**config.mk**
```make
export PLATFORM = sky130hd
export DESIGN_NAME = i2s_pcm1702_sequencer_flat
export DESIGN_NICKNAME = d
export VERILOG_FILES = /design/src/rtl/i2s_pcm1702_sequencer_if.sv /design/src/rtl/i2s_pcm1702_sequencer.sv /design/src/flat_wrapper.sv
export SDC_FILE = /design/constraint.sdc
export NUM_CORES = 1
export LEC_CHECK = 0
export ABC_AREA = 1
export CORE_UTILIZATION = 40
export CTS_BUF_LIST = sky130_fd_sc_hd__clkbuf_4 sky130_fd_sc_hd__clkbuf_8 sky130_fd_sc_hd__clkbuf_16
export DETAILED_ROUTE_END_ITERATION = 12
export DONT_BUFFER_PORTS = 1
export PLACE_DENSITY = 0.64
export SLEW_MARGIN = 30
export SYNTH_ARGS = -nofsm -noshare
export SYNTH_HDL_FRONTEND = slang
export SYNTH_SLANG_ARGS = --single-unit
```
**constraint.sdc**
```tcl
create_clock -name i_bck -period 3.75 [get_ports i_bck]
set_clock_uncertainty 0.05 [all_clocks]
set_input_delay 0.75 -clock i_bck [delete_from_list [all_inputs] [get_ports i_bck]]
set_output_delay 0.75 -clock i_bck [all_outputs]
set_load 0.01 [all_outputs]
```
**src/rtl/i2s_pcm1702_sequencer_if.sv**
```systemverilog
// I2S input / PCM1702 output bundle for i2s_pcm1702_sequencer.
//   lrck      word clock, low = left, high = right
//   datain    I2S serial data
//   dataoutl  left serial word to the DAC, MSB first
//   dataoutr  right serial word to the DAC, MSB first
//   leoutl    left latch-enable pulse
//   leoutr    right latch-enable pulse
//   locked    stream qualified, outputs unmuted
//   mute      inverse of locked
//   slot_len  last accepted slot length in BCK cycles
//   led1      lock LED, active low
// The slave modport is the sequencer; the master modport is the I2S source / observer.
interface i2s_pcm1702_sequencer_if;
  logic       lrck;
  logic       datain;
  logic       dataoutl;
  logic       dataoutr;
  logic       leoutl;
  logic       leoutr;
  logic       locked;
  logic       mute;
  logic [6:0] slot_len;
  logic       led1;

  modport master (
    output lrck, datain,
    input  dataoutl, dataoutr, leoutl, leoutr, locked, mute, slot_len, led1
  );

  modport slave (
    input  lrck, datain,
    output dataoutl, dataoutr, leoutl, leoutr, locked, mute, slot_len, led1
  );
endinterface

```
**src/rtl/i2s_pcm1702_sequencer.sv**
```systemverilog
// Frame controller for a dual-PCM1702 NOS DAC. Runs on BCK, measures the I2S slot
// length from LRCK edges, qualifies lock, captures the top WORD_BITS of each channel
// and replays both channels time-aligned in the following frame, each word followed
// by one latch-enable pulse. Words are forced to zero while the stream is not locked.
// Ports:
//   i_bck      bit clock, all logic on the rising edge
//   i_rst      synchronous reset, active high
//   o_bck_dac  BCK forwarded to the PCM1702 clock pins
//   bus        i2s_pcm1702_sequencer_if.slave (LRCK/DATAIN in, DAC pins and status out)
module i2s_pcm1702_sequencer #(
  parameter int unsigned WORD_BITS  = 20,
  parameter int unsigned LOCK_SLOTS = 8,
  parameter int unsigned CNT_MAX    = 127
) (
  input  logic                          i_bck,
  input  logic                          i_rst,
  output logic                          o_bck_dac,
  i2s_pcm1702_sequencer_if.slave        bus
);

  localparam int unsigned PosW = $clog2(CNT_MAX + 1);
  localparam int unsigned LenW = PosW + 1;
  localparam int unsigned CntW = $clog2(LOCK_SLOTS + 1);
  localparam int unsigned BitW = $clog2(WORD_BITS);

  typedef enum logic [1:0] {StUnlock, StAcq, StLock} state_e;

  state_e                r_state, w_state_d;
  logic [CntW-1:0]       r_good_cnt, w_good_cnt_d;
  logic [6:0]            r_slot_len, w_slot_len_d;
  logic                  r_locked;
  logic                  r_lrck_q;
  logic [PosW-1:0]       r_pos;
  logic [LenW-1:0]       r_prev_len;
  logic                  r_prev_valid;
  logic [WORD_BITS-1:0]  r_cap_l, r_cap_r, r_sh_l, r_sh_r;
  logic                  r_busy;
  logic [BitW-1:0]       r_bit;
  logic                  r_le;

  logic                  w_edge, w_fall, w_timeout, w_good, w_cap, w_enter_unlock;
  logic [PosW-1:0]       w_pos;
  logic [LenW-1:0]       w_len;

  assign w_edge = bus.lrck ^ r_lrck_q;
  assign w_fall = r_lrck_q & ~bus.lrck;
  // Position of the current cycle within the slot: 0 on the edge cycle, saturating.
  assign w_pos  = w_edge ? '0 : ((r_pos == PosW'(CNT_MAX)) ? r_pos : r_pos + PosW'(1));
  // An edge in the same cycle wins over the stopped-LRCK timeout.
  assign w_timeout = ~w_edge & (w_pos == PosW'(CNT_MAX));
  assign w_len  = LenW'(r_pos) + LenW'(1);
  assign w_good = w_edge & r_prev_valid & (w_len == r_prev_len) &
                  ((w_len == LenW'(24)) | (w_len == LenW'(32)));
  // Position 0 still carries the previous word's LSB.
  assign w_cap  = (w_pos != '0) && (w_pos <= PosW'(WORD_BITS));
  assign w_enter_unlock = (w_state_d == StUnlock) && (r_state != StUnlock);

  // Lock FSM next state.
  always_comb begin
    w_state_d    = r_state;
    w_good_cnt_d = r_good_cnt;
    w_slot_len_d = r_slot_len;
    case (r_state)
      StUnlock, StAcq: begin
        if (w_edge) begin
          if (w_good) begin
            w_good_cnt_d = r_good_cnt + CntW'(1);
            if (w_good_cnt_d == CntW'(LOCK_SLOTS)) begin
              w_state_d    = StLock;
              w_slot_len_d = 7'(w_len);
            end else begin
              w_state_d = StAcq;
            end
          end else begin
            w_state_d    = StUnlock;
            w_good_cnt_d = '0;
          end
        end else if (w_timeout) begin
          w_state_d    = StUnlock;
          w_good_cnt_d = '0;
        end
      end
      StLock: begin
        if ((w_edge & ~w_good) | w_timeout) begin
          w_state_d    = StUnlock;
          w_good_cnt_d = '0;
        end
      end
      default: begin
        w_state_d    = StUnlock;
        w_good_cnt_d = '0;
      end
    endcase
  end

  always_ff @(posedge i_bck) begin
    if (i_rst) begin
      r_state    <= StUnlock;
      r_good_cnt <= '0;
      r_slot_len <= '0;
      r_locked   <= 1'b0;
    end else begin
      r_state    <= w_state_d;
      r_good_cnt <= w_good_cnt_d;
      r_slot_len <= w_slot_len_d;
      r_locked   <= (w_state_d == StLock);
    end
  end

  // Slot measurement. The first slot after reset or after dropping to UNLOCK only
  // sets the reference length.
  always_ff @(posedge i_bck) begin
    if (i_rst) begin
      r_lrck_q     <= 1'b0;
      r_pos        <= '0;
      r_prev_len   <= '0;
      r_prev_valid <= 1'b0;
    end else begin
      r_lrck_q <= bus.lrck;
      r_pos    <= w_pos;
      if (w_edge) begin
        r_prev_len   <= w_len;
        r_prev_valid <= ~w_enter_unlock;
      end else if (w_timeout) begin
        r_prev_valid <= 1'b0;
      end
    end
  end

  // Capture and replay. Output shifters zero-fill so the pins idle low once the word
  // has left; a falling edge during a shift reloads and drops the pending LE.
  always_ff @(posedge i_bck) begin
    if (i_rst) begin
      r_cap_l <= '0;
      r_cap_r <= '0;
      r_sh_l  <= '0;
      r_sh_r  <= '0;
      r_busy  <= 1'b0;
      r_bit   <= '0;
      r_le    <= 1'b0;
    end else begin
      if (w_cap) begin
        if (bus.lrck) r_cap_r <= {r_cap_r[WORD_BITS-2:0], bus.datain};
        else          r_cap_l <= {r_cap_l[WORD_BITS-2:0], bus.datain};
      end
      r_le <= 1'b0;
      if (w_fall) begin
        r_sh_l <= (w_state_d == StLock) ? r_cap_l : '0;
        r_sh_r <= (w_state_d == StLock) ? r_cap_r : '0;
        r_busy <= 1'b1;
        r_bit  <= '0;
      end else if (r_busy) begin
        r_sh_l <= {r_sh_l[WORD_BITS-2:0], 1'b0};
        r_sh_r <= {r_sh_r[WORD_BITS-2:0], 1'b0};
        if (r_bit == BitW'(WORD_BITS - 1)) begin
          r_busy <= 1'b0;
          r_le   <= 1'b1;
        end else begin
          r_bit <= r_bit + BitW'(1);
        end
      end
    end
  end

  assign o_bck_dac    = i_bck;
  assign bus.dataoutl = r_sh_l[WORD_BITS-1];
  assign bus.dataoutr = r_sh_r[WORD_BITS-1];
  assign bus.leoutl   = r_le;
  assign bus.leoutr   = r_le;
  assign bus.locked   = r_locked;
  assign bus.mute     = ~r_locked;
  assign bus.led1     = ~r_locked;
  assign bus.slot_len = r_slot_len;

endmodule

```
**src/flat_wrapper.sv**
```systemverilog
// flat-port wrapper written by rule: the top's interface ports become plain ports
module i2s_pcm1702_sequencer_flat 
#(
  parameter int unsigned WORD_BITS  = 20,
  parameter int unsigned LOCK_SLOTS = 8,
  parameter int unsigned CNT_MAX    = 127
)
  (i_bck, i_rst, o_bck_dac, bus_lrck, bus_datain, bus_dataoutl, bus_dataoutr, bus_leoutl, bus_leoutr, bus_locked, bus_mute, bus_slot_len, bus_led1);
  i2s_pcm1702_sequencer_if bus_i ();
  input  logic i_bck;
  input  logic i_rst;
  output logic o_bck_dac;
  input wire logic [$bits(bus_i.lrck)-1:0] bus_lrck;
  input wire logic [$bits(bus_i.datain)-1:0] bus_datain;
  output wire logic [$bits(bus_i.dataoutl)-1:0] bus_dataoutl;
  output wire logic [$bits(bus_i.dataoutr)-1:0] bus_dataoutr;
  output wire logic [$bits(bus_i.leoutl)-1:0] bus_leoutl;
  output wire logic [$bits(bus_i.leoutr)-1:0] bus_leoutr;
  output wire logic [$bits(bus_i.locked)-1:0] bus_locked;
  output wire logic [$bits(bus_i.mute)-1:0] bus_mute;
  output wire logic [$bits(bus_i.slot_len)-1:0] bus_slot_len;
  output wire logic [$bits(bus_i.led1)-1:0] bus_led1;
  assign bus_i.lrck = bus_lrck;
  assign bus_i.datain = bus_datain;
  assign bus_dataoutl = bus_i.dataoutl;
  assign bus_dataoutr = bus_i.dataoutr;
  assign bus_leoutl = bus_i.leoutl;
  assign bus_leoutr = bus_i.leoutr;
  assign bus_locked = bus_i.locked;
  assign bus_mute = bus_i.mute;
  assign bus_slot_len = bus_i.slot_len;
  assign bus_led1 = bus_i.led1;
  i2s_pcm1702_sequencer #(.WORD_BITS(WORD_BITS), .LOCK_SLOTS(LOCK_SLOTS), .CNT_MAX(CNT_MAX)) u_core (.i_bck(i_bck), .i_rst(i_rst), .o_bck_dac(o_bck_dac), .bus(bus_i));
endmodule
```
# [Word-level counts from Yosys, hierarchy flattened]
# Cells that the tools add are included.
[word_totals] elab_cells=89 register_bits=118
[classes] n_reduce_logical=16 muxes=25 eq_ne=12 bitwise_logic=16 add_sub_neg=4 order_cmp=1
[op_table] cell="two-way mux 20 bit" count=6
[op_table] cell="two-way mux 4 bit" count=4
[op_table] cell="equality test 7 bit, second input constant" count=2
[op_table] cell="two-way mux 7 bit" count=2
[op_table] cell="two-way mux 2 bit" count=5
[op_table] cell="adder 7 x 1 -> 8 bit, second input constant" count=1
[op_table] cell="equality test 8 x 5 -> 1 bit, second input constant" count=1
[op_table] cell="equality test 8 x 6 -> 1 bit, second input constant" count=1
[op_table] cell="equality test 8 bit" count=1
[op_table] cell="case mux 4 bit (2 select lines)" count=1
[op_table] cell="AND reduction 2 bit" count=4
[op_table] cell="adder 7 x 1 -> 7 bit, second input constant" count=1
[op_table] cell="less-or-equal comparator 7 x 5 -> 1 bit, second input constant" count=1
[op_table] cell="NOT 1 bit" count=7
[op_table] cell="nonzero test 7 bit" count=1
[op_table] cell="AND 1 bit" count=6
[op_table] cell="two-way mux 1 bit" count=6
[op_table] cell="nonzero test 2 bit" count=3
[op_table] cell="adder 5 x 1 -> 5 bit, second input constant" count=1
[op_table] cell="equality test 5 bit, second input constant" count=1
[op_table] cell="adder 4 x 1 -> 4 bit, second input constant" count=1
[op_table] cell="equality test 2 bit, second input constant" count=2
[op_table] cell="equality test 4 bit, second input constant" count=1
[op_table] cell="logical NOT 2 bit" count=2
[op_table] cell="other kinds (10)" count=13

# [Depth between registers and ports, before layout]
[logic_depth] ltp_word=13 ltp_mapped=17 depth_no_buf=15

==> reports/metrics.yaml <==
run_status:
  status: "complete, no violations"
clocking:
  clockBufferDepth: 2
  postCtsResizedCells: 0
  root_buffer: "clkbuf_16"
  path_clk_slew_ns: 0.06
  cts_tree: "done"
  ctsHoldBuffers: 0
  numClockSinks: 118
  cts_made_buffers: 17
  cts_setup_buffers: 0
  cts-htree-levels: 4
  clock_latency_ns: 0.41
worst_setup_path:
  cp_slowest_cell: "dfxtp_1"
  critPathKind: "flop to flop"
  cp_cell_sequence: "ha_1 -> nand3_1 -> inv_2 -> nand2_2 -> nand2_1 -> nand3_1 -> nor2_1 -> nand3_1 -> nand2_1 -> nand2_2 -> nand2_4 -> nand2_4 -> o21bai_2 -> a21oi_2"
  reg2reg_from: "u_core.r_pos[0]"
  crit_family: "simple AND/OR/NAND/NOR gates"
  critPathRequiredTime_ns: 4.00
  start_kind: "flop"
  critPathMaxStageDelay_ns: 0.47
  r2r_slack_ns: 1.0
  r2r_end: "u_core.r_prev_valid"
  cp_max_fo: 40
  cp.depth: 14
  cp-end-kind: "flop"
  cp.arrival_ns: 3.00
  critPathBufInv: 1
  cp_common_cell: "nand3_1"
  reg2reg_depth: 14
worst_hold_path:
  hold_end: "u_core.r_cap_r[3]"
  hold_class: "primary input to flop"
  min_path_cells: 1
  hold_path_startpoint: "i_rst"
placement:
  dp_slack_ns: 0.8803
  dpl.hpwl_mm: 7.702
  io_buffer_count: 0
  place_congestion: 0.8571
  postPlaceCellArea_sq_um: 5484
timing:
  tns_ns: 0
  final-setup-viol-count: 0
  fin_crit_ns: 2.753
  slew_violations: 0
  worst_pin_slew_ns: 0.9265
  slew_headroom_pct: 38.17
  hold_viol_final: 0
  rsz0062_at_grt: "no"
  hold_slack_ns: 0.3654
  finalWorstSetupSlack_ns: 0.9968
  fin_crit_sh_pct: 73.42
  max_freq_ghz: 0.3632
global_routing:
  grt_max_degree: 63
  grt_pass1_wl_mm: 21.78
  grtUsageTotal_pct: 18.93
  antenna_found_initial: 0
  grt_pass1_vias: 4620
  grt_overflow: 0
drt:
  wl_mm: 12.83
  dr.pass1.iters: 5
  vias: 4893
  drt_iter0_drc: 494
  wl_per_cell_um: 14.58
  drc_errors: 0
  vias_per_cell: 5.560
  ant_nets: 0
logic_synthesis:
  synth.distinct_cells: 34
  avgSynthCellArea_sq_um: 7.702
  synth_fp_nets: 727
  synth-seq-cells: 118
  ys_seq_area_share_pct: 42.66
  syn-cell-area_sq_um: 5538
  yosysWarnings: 0
  synthCells: 719
power:
  power.density_nw_per_um2: 513.9
  ir_worst_vdd_mv: 0.2806
  power_leakage_nw: 2.276
  total_power_mw: 3.109
final_layout:
  area_delta_synth_final_pct: 9.241
  diodes: 0
  nets: 699
  design_area_sq_um: 6050
  post_route_cells_drive_above_1_share_pct: 14.77
flow_run:
  drv_cap: 0
floorplanning:
  rows: 42
  die_h_um: 119.7
  core_area_sq_um: 13350
  chipWidth_um: 119.7
  start_util_pct: 41.49
  io_pins: 19
  dieArea_sq_um: 14320
## cell families (layout without fill, tap and decap cells)
family / count (synthesis) / count (layout) / synth area share, %
DFF: 118 / 118 / 42.66
and+or+nand+nor: 296 / 296 / 26.84
xor gates and xnor gates: 2 / 2 / 0.3164
AOI/OAI and AO/OA: 198 / 198 / 20.13
buffers and inverters: 101 / 86 / 9.150
adders and majority gates: 4 / 4 / 0.9038
## stage by stage
stage                     utilization (%)  std cells
final                               45.32        880
after global placement              41.09        848
after CTS                           45.32        880
after detailed placement            41.09        848
after global routing                45.32        880
after floorplan                         -        719
## sequential cells by signal (all words and copies together), names as in the netlist
name and flops:
u_core.r_pos 7, u_core.r_prev_len 8, u_core.r_cap_r 20, u_core.r_lrck_q 1, u_core.bus.slot_len 7, u_core.bus.leoutl 1, u_core.r_prev_valid 1, u_core.r_cap_l 20
u_core.r_sh_r 20, u_core.r_bit 5, u_core.r_state 2, u_core.r_busy 1, u_core.r_good_cnt 4, u_core.bus.locked 1, u_core.r_sh_l 20
## worst max path at each step
| stage | start | endpoint | slack, ns |
|---|---|---|---|
| 2_1_floorplan | bus_lrck | u_core.r_sh_l[1] | 0.93 |
| 3_3_place_gp | bus_lrck | u_core.r_sh_l[15] | 0.91 |
| 3_5_place_dp | bus_lrck | u_core.r_sh_r[7] | 0.88 |
| 4_1_cts | u_core.r_pos[0] | u_core.r_sh_r[7] | 1.01 |
| 5_1_grt | u_core.r_pos[0] | u_core.r_sh_l[9] | 0.70 |
| 6_report | u_core.r_pos[0] | u_core.r_prev_valid | 1.0 |
## synth_stat cells, drive strengths merged
cell / number / share of area (%)
nand3b: 2 / 0.27
a21oi: 102 / 11
nand2: 117 / 9.1
xnor2: 2 / 0.32
dfxtp: 118 / 43
o211ai: 1 / 0.14
o211a: 1 / 0.18
or2: 1 / 0.11
nor2: 46 / 3.6
o21a: 2 / 0.27
buf: 32 / 4.5
o21bai: 1 / 0.20
o21ai: 91 / 8.4
nand3: 74 / 7.6
clkbuf: 23 / 1.6
nor3: 8 / 0.72
inv: 46 / 3.1
ha: 4 / 0.90
nor3b: 1 / 0.14
nand4: 47 / 5.3
## layout by cell type (no fill, tap or decap), types with 2 or more instances in the layout
| cell | instances |
|---|---|
| a21oi_1 | 77 |
| a21oi_2 | 25 |
| buf_4 | 8 |
| clkbuf_16 | 17 |
| clkinv_2 | 4 |
| clkinv_4 | 2 |
| clkinvlp_4 | 4 |
| dfxtp_1 | 118 |
| ha_1 | 4 |
| inv_1 | 39 |
| inv_2 | 7 |
| inv_6 | 2 |
| nand2_1 | 103 |
| nand2_2 | 8 |
| nand2_4 | 6 |
| nand3_1 | 64 |
| nand3_2 | 10 |
| nand3b_1 | 2 |
| nand4_1 | 47 |
| nor2_1 | 43 |
| nor3_1 | 8 |
| o21a_1 | 2 |
| o21ai_0 | 88 |
| o21ai_2 | 3 |
| xnor2_1 | 2 |
## report_power, final
| group | switching, mW | leakage [nW] | internal (mW) |
|---|---|---|---|
| clock network | 0.610 | 0.270 | 0.932 |
| logic | 0.163 | 1.05 | 0.0696 |
| registers | 0.0290 | 0.960 | 1.30 |
| total | 0.802 | 2.28 | 2.31 |
## layout make-up
| type | instances | area [sq um] |
|---|---|---|
| timing repair buffer | 8 | 60.06 |
| fill | 1337 | 7298 |
| clock inverter | 14 | 126.4 |
| sequential | 118 | 2362 |
| multi-input combinational | 500 | 2669 |
| inverter | 46 | 172.7 |
| clock buffer | 18 | 439.2 |
| tap | 176 | 220.2 |
## per-layer routing
layer | routed length (um) | GRT usage (%)
met3 | 642 | 4.610
met4 | 260 | 9.531
met5 | 0 | 0
met1 | 5956 | 24.41
met2 | 5969 | 29.37
No activity file was read; power rests on OpenSTA's default activity.
